[src/rtl/ika2151_pkg.sv]
// ika2151_pkg: shared control-bit layout and counter widths for the YM2151 timer block.
package ika2151_pkg;
  localparam int CTRL_W       = 6;
  localparam int CTRL_LOAD_A  = 0;
  localparam int CTRL_LOAD_B  = 1;
  localparam int CTRL_IRQEN_A = 2;
  localparam int CTRL_IRQEN_B = 3;
  localparam int CTRL_FRST_A  = 4;
  localparam int CTRL_FRST_B  = 5;
  localparam int TA_W         = 10;
  localparam int TB_W         = 8;
  localparam int PRE_W        = 4;
endpackage

[src/rtl/ika2151_timer_counter.sv]
// ika2151_timer_counter: load-edge/reload up-counter; ovfl is a one-tick strobe at all-ones.
module ika2151_timer_counter #(
  parameter int WIDTH = 10
) (
  input  logic             clk,
  input  logic             rst_n,
  input  logic             tick,
  input  logic             adv,
  input  logic             load,
  input  logic [WIDTH-1:0] n,
  output logic             ovfl
);
  logic [WIDTH-1:0] cnt;
  logic             load_q;

  // a fresh load edge takes priority, so the load tick never advances or overflows
  assign ovfl = tick & adv & load & load_q & (&cnt);

  always_ff @(posedge clk or negedge rst_n)
    if (!rst_n) begin
      cnt    <= '0;
      load_q <= 1'b0;
    end else if (tick) begin
      load_q <= load;
      if (load & ~load_q) cnt <= n;
      else if (load & adv) cnt <= (&cnt) ? n : cnt + 1'b1;
    end
endmodule

[src/rtl/ika2151_timer.sv]
// ika2151_timer: YM2151 timers A and B with status flags, overflow pulse and IRQ.
module ika2151_timer
  import ika2151_pkg::*;
(
  input  logic              i_EMUCLK,
  input  logic              i_MRST_n,
  input  logic              i_phi1_PCEN_n,
  input  logic              i_phi1_NCEN_n,
  input  logic              i_CYCLE_31,
  input  logic [7:0]        i_CLKA1,
  input  logic [1:0]        i_CLKA2,
  input  logic [TB_W-1:0]   i_CLKB,
  input  logic [CTRL_W-1:0] i_TIMERCTRL,
  output logic              o_TIMERA_FLAG,
  output logic              o_TIMERB_FLAG,
  output logic              o_TIMERA_OVFL,
  output logic              o_IRQ_n
);
  logic             tick, ovfl_a, ovfl_b, unused_ncen;
  logic [PRE_W-1:0] pre;

  assign unused_ncen = i_phi1_NCEN_n;
  assign tick        = ~i_phi1_PCEN_n & i_CYCLE_31;
  assign o_IRQ_n     = ~(o_TIMERA_FLAG | o_TIMERB_FLAG);

  always_ff @(posedge i_EMUCLK or negedge i_MRST_n)
    if (!i_MRST_n) pre <= '0;
    else if (tick) pre <= pre + 1'b1;

  ika2151_timer_counter #(.WIDTH(TA_W)) u_cnt_a (
    .clk(i_EMUCLK), .rst_n(i_MRST_n), .tick(tick), .adv(1'b1),
    .load(i_TIMERCTRL[CTRL_LOAD_A]), .n({i_CLKA1, i_CLKA2}), .ovfl(ovfl_a)
  );

  // timer B only advances on the prescaler's 15->0 wrap
  ika2151_timer_counter #(.WIDTH(TB_W)) u_cnt_b (
    .clk(i_EMUCLK), .rst_n(i_MRST_n), .tick(tick), .adv(&pre),
    .load(i_TIMERCTRL[CTRL_LOAD_B]), .n(i_CLKB), .ovfl(ovfl_b)
  );

  always_ff @(posedge i_EMUCLK or negedge i_MRST_n)
    if (!i_MRST_n) begin
      o_TIMERA_FLAG <= 1'b0;
      o_TIMERB_FLAG <= 1'b0;
      o_TIMERA_OVFL <= 1'b0;
    end else if (!i_phi1_PCEN_n) begin
      o_TIMERA_FLAG <= ~i_TIMERCTRL[CTRL_FRST_A] & (o_TIMERA_FLAG | (ovfl_a & i_TIMERCTRL[CTRL_IRQEN_A]));
      o_TIMERB_FLAG <= ~i_TIMERCTRL[CTRL_FRST_B] & (o_TIMERB_FLAG | (ovfl_b & i_TIMERCTRL[CTRL_IRQEN_B]));
      if (tick) o_TIMERA_OVFL <= ovfl_a;
    end
endmodule

[config.mk]
export PLATFORM = sky130hd
export DESIGN_NAME = ika2151_timer
export DESIGN_NICKNAME = d
export VERILOG_FILES = /design/src/rtl/ika2151_pkg.sv /design/src/rtl/ika2151_timer_counter.sv /design/src/rtl/ika2151_timer.sv
export SDC_FILE = /design/constraint.sdc
export NUM_CORES = 1
export LEC_CHECK = 0
export CAP_MARGIN = 20
export CORE_ASPECT_RATIO = 1.4
export CORE_MARGIN = 4
export CORE_UTILIZATION = 39
export DETAILED_ROUTE_END_ITERATION = 7
export PLACE_DENSITY = 0.62
export SYNTH_ARGS = -nofsm -noshare
export SYNTH_HDL_FRONTEND = slang
export SYNTH_SLANG_ARGS = --single-unit
[constraint.sdc]
create_clock -name i_EMUCLK -period 1.9 [get_ports i_EMUCLK]
set_clock_uncertainty 0.15 [all_clocks]
set_input_delay 0.19 -clock i_EMUCLK [delete_from_list [all_inputs] [get_ports i_EMUCLK]]
set_output_delay 0.19 -clock i_EMUCLK [all_outputs]
set_load 0.02 [all_outputs]
==> results of run 1 <==
## final cells by class
class	instances	area (um^2)	area share
inverter	3	11.3	0.00532
tap	43	53.8	0.0254
sequential	27	676	0.319
clock inverter	1	5.00	0.00236
clock buffer	3	41.3	0.0195
multi-input combinational	139	937	0.443
timing repair buffer	42	393	0.186
## cells by family (layout without fill, tap and decap cells)
logic type      Yosys count  in the layout
buf+inv                   8             49
xor+xnor                  3              3
compound gates           54             54
flops                    27             27
mux                       4              4
simple gates             75             75
fa+ha+maj                 3              3
## metal layers
layer,wire length (um),vias to the layer above,part of all wire
met2,2070,57,0.51
met3,224,9,0.055
met4,101,0,0.025
met5,0,-,0
met1,1660,714,0.41
li1,-,740,-
## flip-flops by register name (all words and copies together) (netlist names)
name	cells
u_cnt_b.cnt	8
u_cnt_a.cnt	10
u_cnt_a.load_q	1
u_cnt_b.load_q	1
o_TIMERB_FLAG	1
pre	4
o_TIMERA_FLAG	1
o_TIMERA_OVFL	1
## cells in the mapped netlist, drive strengths merged, types with 4 or more instances
cell and instances:
buf 4, a21oi 15, and2 4, nand2b 4
dfrtp 27, nor2 12, nand2 18, and4 4
nand4 4, mux2i 4, and3 4, nand3 15
o21ai 16
## worst max-delay path by stage
| stage | startpoint | to | slack [ns] | cells after the start |
|---|---|---|---|---|
| global placement | i_phi1_PCEN_n | u_cnt_b.cnt[4] | 0.1 | 5 |
| floorplan | u_cnt_a.cnt[0] | u_cnt_a.cnt[5] | 0.21 | 5 |
| CTS | u_cnt_b.cnt[0] | u_cnt_b.cnt[5] | 0.08 | 5 |
| finish | u_cnt_a.cnt[1] | u_cnt_a.cnt[5] | 0.08 | 5 |
| detailed placement | i_phi1_PCEN_n | u_cnt_b.cnt[7] | 0.07 | 5 |
| global route | u_cnt_b.cnt[0] | u_cnt_b.cnt[5] | 0.004 | 5 |
## through the flow
step	area (um^2)	instances	power [mW]	utilization
CTS	2100	256	1.94	0.521
floorplan	1650	174	1.39	-
detailed placement	2050	252	1.61	0.510
finish	2120	258	1.94	0.527
global route	2120	258	2.08	0.527
global placement	2050	252	1.57	0.510
## repair_timing
item / CTS / global route
endpoints found under the setup margin: 0 / 2
resized for setup: 0 / 1
setup buffers: 0 / 2
hold endpoints to repair: 0 / 0
## worst max-delay path, delay by kind of cell (launching register included)
kind                       cells  cell delay, ns
muxes                          1            0.26
and+or+nand+nor                1            0.23
AOI/OAI and AO/OA              2            0.39
adders and majority gates      1            0.26
DFF                            1            0.42
## report_power, final
group | internal [mW] | total (mW) | switching (mW)
Sequential | 0.755 | 0.990 | 0.236
Combinational | 0.314 | 0.615 | 0.301
Clock | 0.147 | 0.332 | 0.185
==> out/results.tsv, run 1 <==
stage	metric	value	unit
outcome	outcome	finished clean	
logic_synthesis	synth_area_leaders	dfrtp_1, nand3_1, a21oi_1	
worst_hold_path	hold_class	primary input to asynchronous set/reset pin	
logic_synthesis	syn_nets	206	
setup_path	r2r-end	u_cnt_a.cnt[5]	
setup_path	max_stage_delay	0.42	ns
logic_synthesis	synth_top_area_cell	dfrtp_1	
clock_tree	clockRootBuffer	clkbuf_8	
timing	fin_crit	1.82	ns
logic_synthesis	synth_flop_cell	dfrtp_1	
floorplanning	boundaryPins	33	
setup_path	critPathCaptureType	flop	
power	power.density	915	nW/um^2
clock_tree	cts.sinks	27	
timing	rsz0062_at_grt	false	
logic_synthesis	syn_avg_cell_area	9.47	um^2
clock_tree	clkTransAtPathRegs	0.10	ns
floorplanning	rows	27	
global_routing	use_met2	0.287	
clock_tree	numCtsBuffers	3	
logic_synthesis	synth-compound-area-share	0.241	
clock_tree	cts.htree.levels	1	
logic_synthesis	synth.distinct_cells	49	
detailed_routing	drc	0	
place	portBuffers	31	
setup_path	worstPathArrival	1.84	ns
logic_synthesis	yosysWarnings	0	
floorplanning	die_w	62.9	um
place	hpwl	3120	um
setup_path	reg2reg_from	u_cnt_a.cnt[1]	
logic_synthesis	synth_edf_count	0	
finish	final_common_cell	clkdlybuf4s50_1	
setup_path	cp_data_required_time	1.92	ns
setup_path	rrSetupSlack	0.08	ns
detailed_routing	wl_per_cell	15.7	um
finish	drive_gt1_frac	0.121	
setup_path	cp_slowest_cell	dfrtp_1	
clock_tree	insertion_delay	0.27	ns
clock_tree	postCtsHoldBufs	0	
power	p_leak	0.876	nW
finish	final_cell_mix	clkdlybuf4s50_1, dfrtp_1, nand2_1, nand3_1, a21oi_1	
logic_synthesis	synth-seq-area-share	0.410	
detailed_routing	wl	4060	um
power	peakVddDrop	384	uV
global_routing	grt_antenna_before_repair	0	
global_routing	grt_overflow_total	0	
logic_synthesis	synth_xor_area_frac	0.0159	
logic_synthesis	synth_top_area_frac	0.410	
global_routing	grt_util_all_layers	0.158	
finish	nets	248	
detailed_routing	avgViaCountPerCell	5.89	
global_routing	busiest_layer	met2	
finish	antennaDiodeCount	0	
logic_synthesis	yosys.area_share.simple	0.260	
place	dp_slack	0.0735	ns
setup_path	worstPathMaxFanout	9	
logic_synthesis	synth-adder-area-share	0.0228	
detailed_routing	drtIter0Drc	97	
logic_synthesis	synth_top_family_by_area	simple AND/OR/NAND/NOR gates	
timing	slew_violations	0	
setup_path	start_kind	flop	
global_routing	grt_pass1_vias	1485	
logic_synthesis	synthArstFlopShare	1.00	
floorplanning	start_util	0.410	
floorplanning	die_h	84.9	um
timing	setup-tns-final	0	ns
clock_tree	cts_buffer_depth	2	
setup_path	rr_worst_depth	5	
place	routabilityCongestion	0.868	
setup_path	crit_chain	ha_1 -> and4_4 -> a31oi_4 -> mux2i_1 -> a2bb2oi_2	
detailed_routing	first_pass_iters	4	
timing	setup_viol	0	
detailed_routing	ant_nets	0	
global_routing	use_met3	0.0278	
timing	timing.final.crit_share	0.956	
clock_tree	cts_tree	yes	
global_routing	grt_max_degree	28	
logic_synthesis	muxShareOfSynthArea	0.0243	
timing	worst_pin_slew	0.437	ns
setup_path	crit_type	flop to flop	
floorplanning	die-area	5340	um^2
run	cap_violations	0	
floorplanning	core_area	4020	um^2
finish	fillers	386	
timing	relSlewSlack	0.708	
global_routing	grt_util_met1	0.182	
global_routing	grt_pass1_wl	6890	um
logic_synthesis	ys_ff_latch	27	
logic_synthesis	syn_area	1650	um^2
timing	setup_slack	0.0835	ns
timing	hold_ws	0.138	ns
timing	fmax	551	MHz
finish	synthToLayoutAreaGrowth	28.5	%
detailed_routing	vias	1520	
logic_synthesis	syn_inst	174	
timing	hold_viol	0	
(Power assumes the default switching activity.)
==> run 2: changes to the inputs <==
--- a/config.mk
+++ b/config.mk
@@ -8,9 +8,9 @@
 export CAP_MARGIN = 20
 export CORE_ASPECT_RATIO = 1.4
 export CORE_MARGIN = 4
-export CORE_UTILIZATION = 39
+export CORE_UTILIZATION = 50
 export DETAILED_ROUTE_END_ITERATION = 7
-export PLACE_DENSITY = 0.62
+export PLACE_DENSITY = 0.77
 export SYNTH_ARGS = -nofsm -noshare
 export SYNTH_HDL_FRONTEND = slang
 export SYNTH_SLANG_ARGS = --single-unit
==> run 2 against run 1 <==
Net effect:
- clock-buffer cell count is 1 higher
- setup slack better by 0.0050 ns
- clock power is 4% lower
- critical path type unchanged
- largest cell class unchanged
==> out/results.tsv, run 2 (synthesis results as in run 1) <==
stage	metric	value	unit	change
setup_path	cp_slowest_cell	dfrtp_1		
place	place_area	2040	um^2	-0.61%
setup_path	crit_type	flop to flop		
finish	reg_top3	u_cnt_a.cnt: 10 flops, u_cnt_b.cnt: 8 flops, pre: 4 flops		
clock_tree	cts_buffer_depth	2		unchanged
finish	antennaDiodeCount	0		unchanged
floorplanning	rows	24		-11%
setup_path	start_kind	flop		
clock_tree	cts.htree.levels	1		unchanged
power	pwr-share-comb	0.317		about the same
clock_tree	cts.sinks	27		unchanged
timing	hold_viol	0		unchanged
timing	rsz0062_at_grt	false		
clock_tree	cts_tree	yes		
detailed_routing	first_pass_iters	4		unchanged
finish	nets	246		-0.81%
floorplanning	die_w	56.5	um	-10%
power	power_switching	717	uW	-0.61%
setup_path	worstPathArrival	1.79	ns	-0.05 ns
floorplanning	start_util	0.523		+0.113
place	portBuffers	31		unchanged
finish	fin_util	0.665		+0.138
detailed_routing	wl	4230	um	+4.2%
clock_tree	insertion_delay	0.26	ns	about the same
clock_tree	clockRootBuffer	clkbuf_8		
power	peakVddDrop	609	uV	+59%
detailed_routing	drtIter0Drc	59		-39%
detailed_routing	avgViaCountPerCell	6.10		+3.6%
timing	setup-tns-final	0	ns	unchanged
timing	fin_crit	1.81	ns	-0.00501 ns
setup_path	crit_chain	ha_1 -> nand4_4 -> o21ai_4 -> mux2i_1 -> a22oi_1		
detailed_routing	drc	0		unchanged
global_routing	grt_antenna_before_repair	0		unchanged
finish	largest-register	u_cnt_a.cnt		
detailed_routing	ant_nets	0		unchanged
floorplanning	die-area	4290	um^2	-20%
power	internal_power	1.21	mW	-0.35%
finish	synthToLayoutAreaGrowth	27.3	%	
timing	timing.final.crit_share	0.953		-0.00264
global_routing	grt_overflow_total	0		unchanged
global_routing	grt_pass1_wl	7310	um	+6.1%
power	clockPowerShare	0.166		-0.005
setup_path	reg2reg_from	u_cnt_b.cnt[0]		
finish	drive_gt1_frac	0.113		-0.00825
power	swShare	0.372		-0.000612
floorplanning	boundaryPins	33		unchanged
finish	final_common_cell	clkdlybuf4s50_1		
setup_path	worstPathMaxFanout	9		unchanged
power	power.density	920	nW/um^2	+0.51%
global_routing	grt_max_degree	28		unchanged
floorplanning	die_h	75.9	um	-11%
clock_tree	numCtsBuffers	3		unchanged
floorplanning	core_area	3150	um^2	-22%
detailed_routing	wl_per_cell	16.8	um	+6.7%
setup_path	critPathCaptureType	flop		
setup_path	crit_path_start	u_cnt_b.cnt[0]		
clock_tree	clkTransAtPathRegs	0.09	ns	about the same
timing	relSlewSlack	0.720		+0.0114
finish	final_cell_mix	clkdlybuf4s50_1, dfrtp_1, nand2_1, nand3_1, a21oi_1		
power	p_leak	0.845	nW	-3.6%
run	cap_violations	0		unchanged
worst_hold_path	hold_class	primary input to asynchronous set/reset pin		
power	p_total	1.93	mW	-0.44%
outcome	outcome	finished clean		
timing	fmax	552	MHz	+0.28%
power	seq_power_share	0.518		+0.007
timing	slew_violations	0		unchanged
setup_path	max_stage_delay	0.43	ns	about the same
finish	fin_area	2100	um^2	-0.95%
timing	setup_viol	0		unchanged
place	hpwl	3270	um	+4.9%
setup_path	cp_data_required_time	1.88	ns	-0.04 ns
timing	worst_pin_slew	0.420	ns	-0.0170 ns
clock_tree	post_cts_buffers	0		unchanged
global_routing	grt_pass1_vias	1610		+8.4%
finish	fillers	269		-30%
finish	largest_register_ffs	10		unchanged
place	routabilityCongestion	0.886		+2.1%
detailed_routing	vias	1538		+1.2%
global_routing	grt_util_all_layers	0.211		+0.0525
run 2: cell count changes in the layout (fill, tap and decap cells not counted):
| cell | before | now |
|---|---|---|
| ha_2 | 0 | 1 |
| nor3_2 | 0 | 1 |
| ha_1 | 3 | 2 |
| nor3_4 | 1 | 0 |
| a31oi_2 | 0 | 1 |
| clkinv_2 | 1 | 0 |
| buf_4 | 11 | 8 |
| clkbuf_1 | 0 | 1 |
run 2: stage by stage:
| stage | worst slack, ns | instances | hold WS (ns) |
|---|---|---|---|
| final | 0.0885 | 252 | 0.141 |
| after global routing | 0.0109 | 252 | 0.170 |
| after CTS | 0.0369 | 251 | 0.154 |
| after detailed placement | 0.0493 | 247 | 0.317 |
| after global placement | 0.109 | 247 | 0.312 |
| after floorplan | 0.210 | 174 | -0.256 |
run 2: per-layer routing:
layer,vias up,wire (um),GRT usage
met4,0,132,0.0879
met5,-,0,0
met3,9,180,0.0272
li1,732,-,-
met1,752,1660,0.231
met2,45,2260,0.392
run 2: timing repair:
| action | CTS | global route |
|---|---|---|
| hold buffers | 0 | 0 |
| resized for setup | 0 | 1 |
| endpoints found under the setup margin | 0 | 6 |
run 2: power by group through the flow:
stage	combinational (mW)	sequential [mW]	clock, mW
6_report	0.610	0.998	0.320
5_1_grt	0.700	1.03	0.363
4_1_cts	0.605	0.989	0.324
3_5_place_dp	0.602	1.00	0
3_3_place_gp	0.570	0.983	0
2_1_floorplan	0.465	0.930	0
run 2: final timing paths:
check                           cells past startpoint        endpoint  slack (ns)
worst max-delay path                                5  u_cnt_b.cnt[5]        0.09
worst min-delay path                                2   o_TIMERB_FLAG        0.14
worst max register to register                      5  u_cnt_b.cnt[5]        0.09
worst min register to register                      1          pre[3]        0.33
max in group asynchronous                           2  u_cnt_a.cnt[2]        1.20
min in group i_EMUCLK                               3  u_cnt_a.cnt[8]        0.31
run 2: cell type report:
cell class,instances,area (um^2),share of cell area
Timing Repair Buffer,39,370,0.177
Tap cell,39,48.8,0.0233
Sequential cell,27,676,0.322
Clock buffer,4,45.0,0.0215
Multi-Input combinational cell,140,946,0.451
Inverter,3,11.3,0.00537
run 2: worst max-delay path: cells and delay by family, from the launching register on:
| family | cells | cell delay, ns |
|---|---|---|
| fa+ha+maj | 1 | 0.29 |
| compound gates | 2 | 0.43 |
| mux | 1 | 0.22 |
| flops | 1 | 0.43 |
| simple gates | 1 | 0.15 |
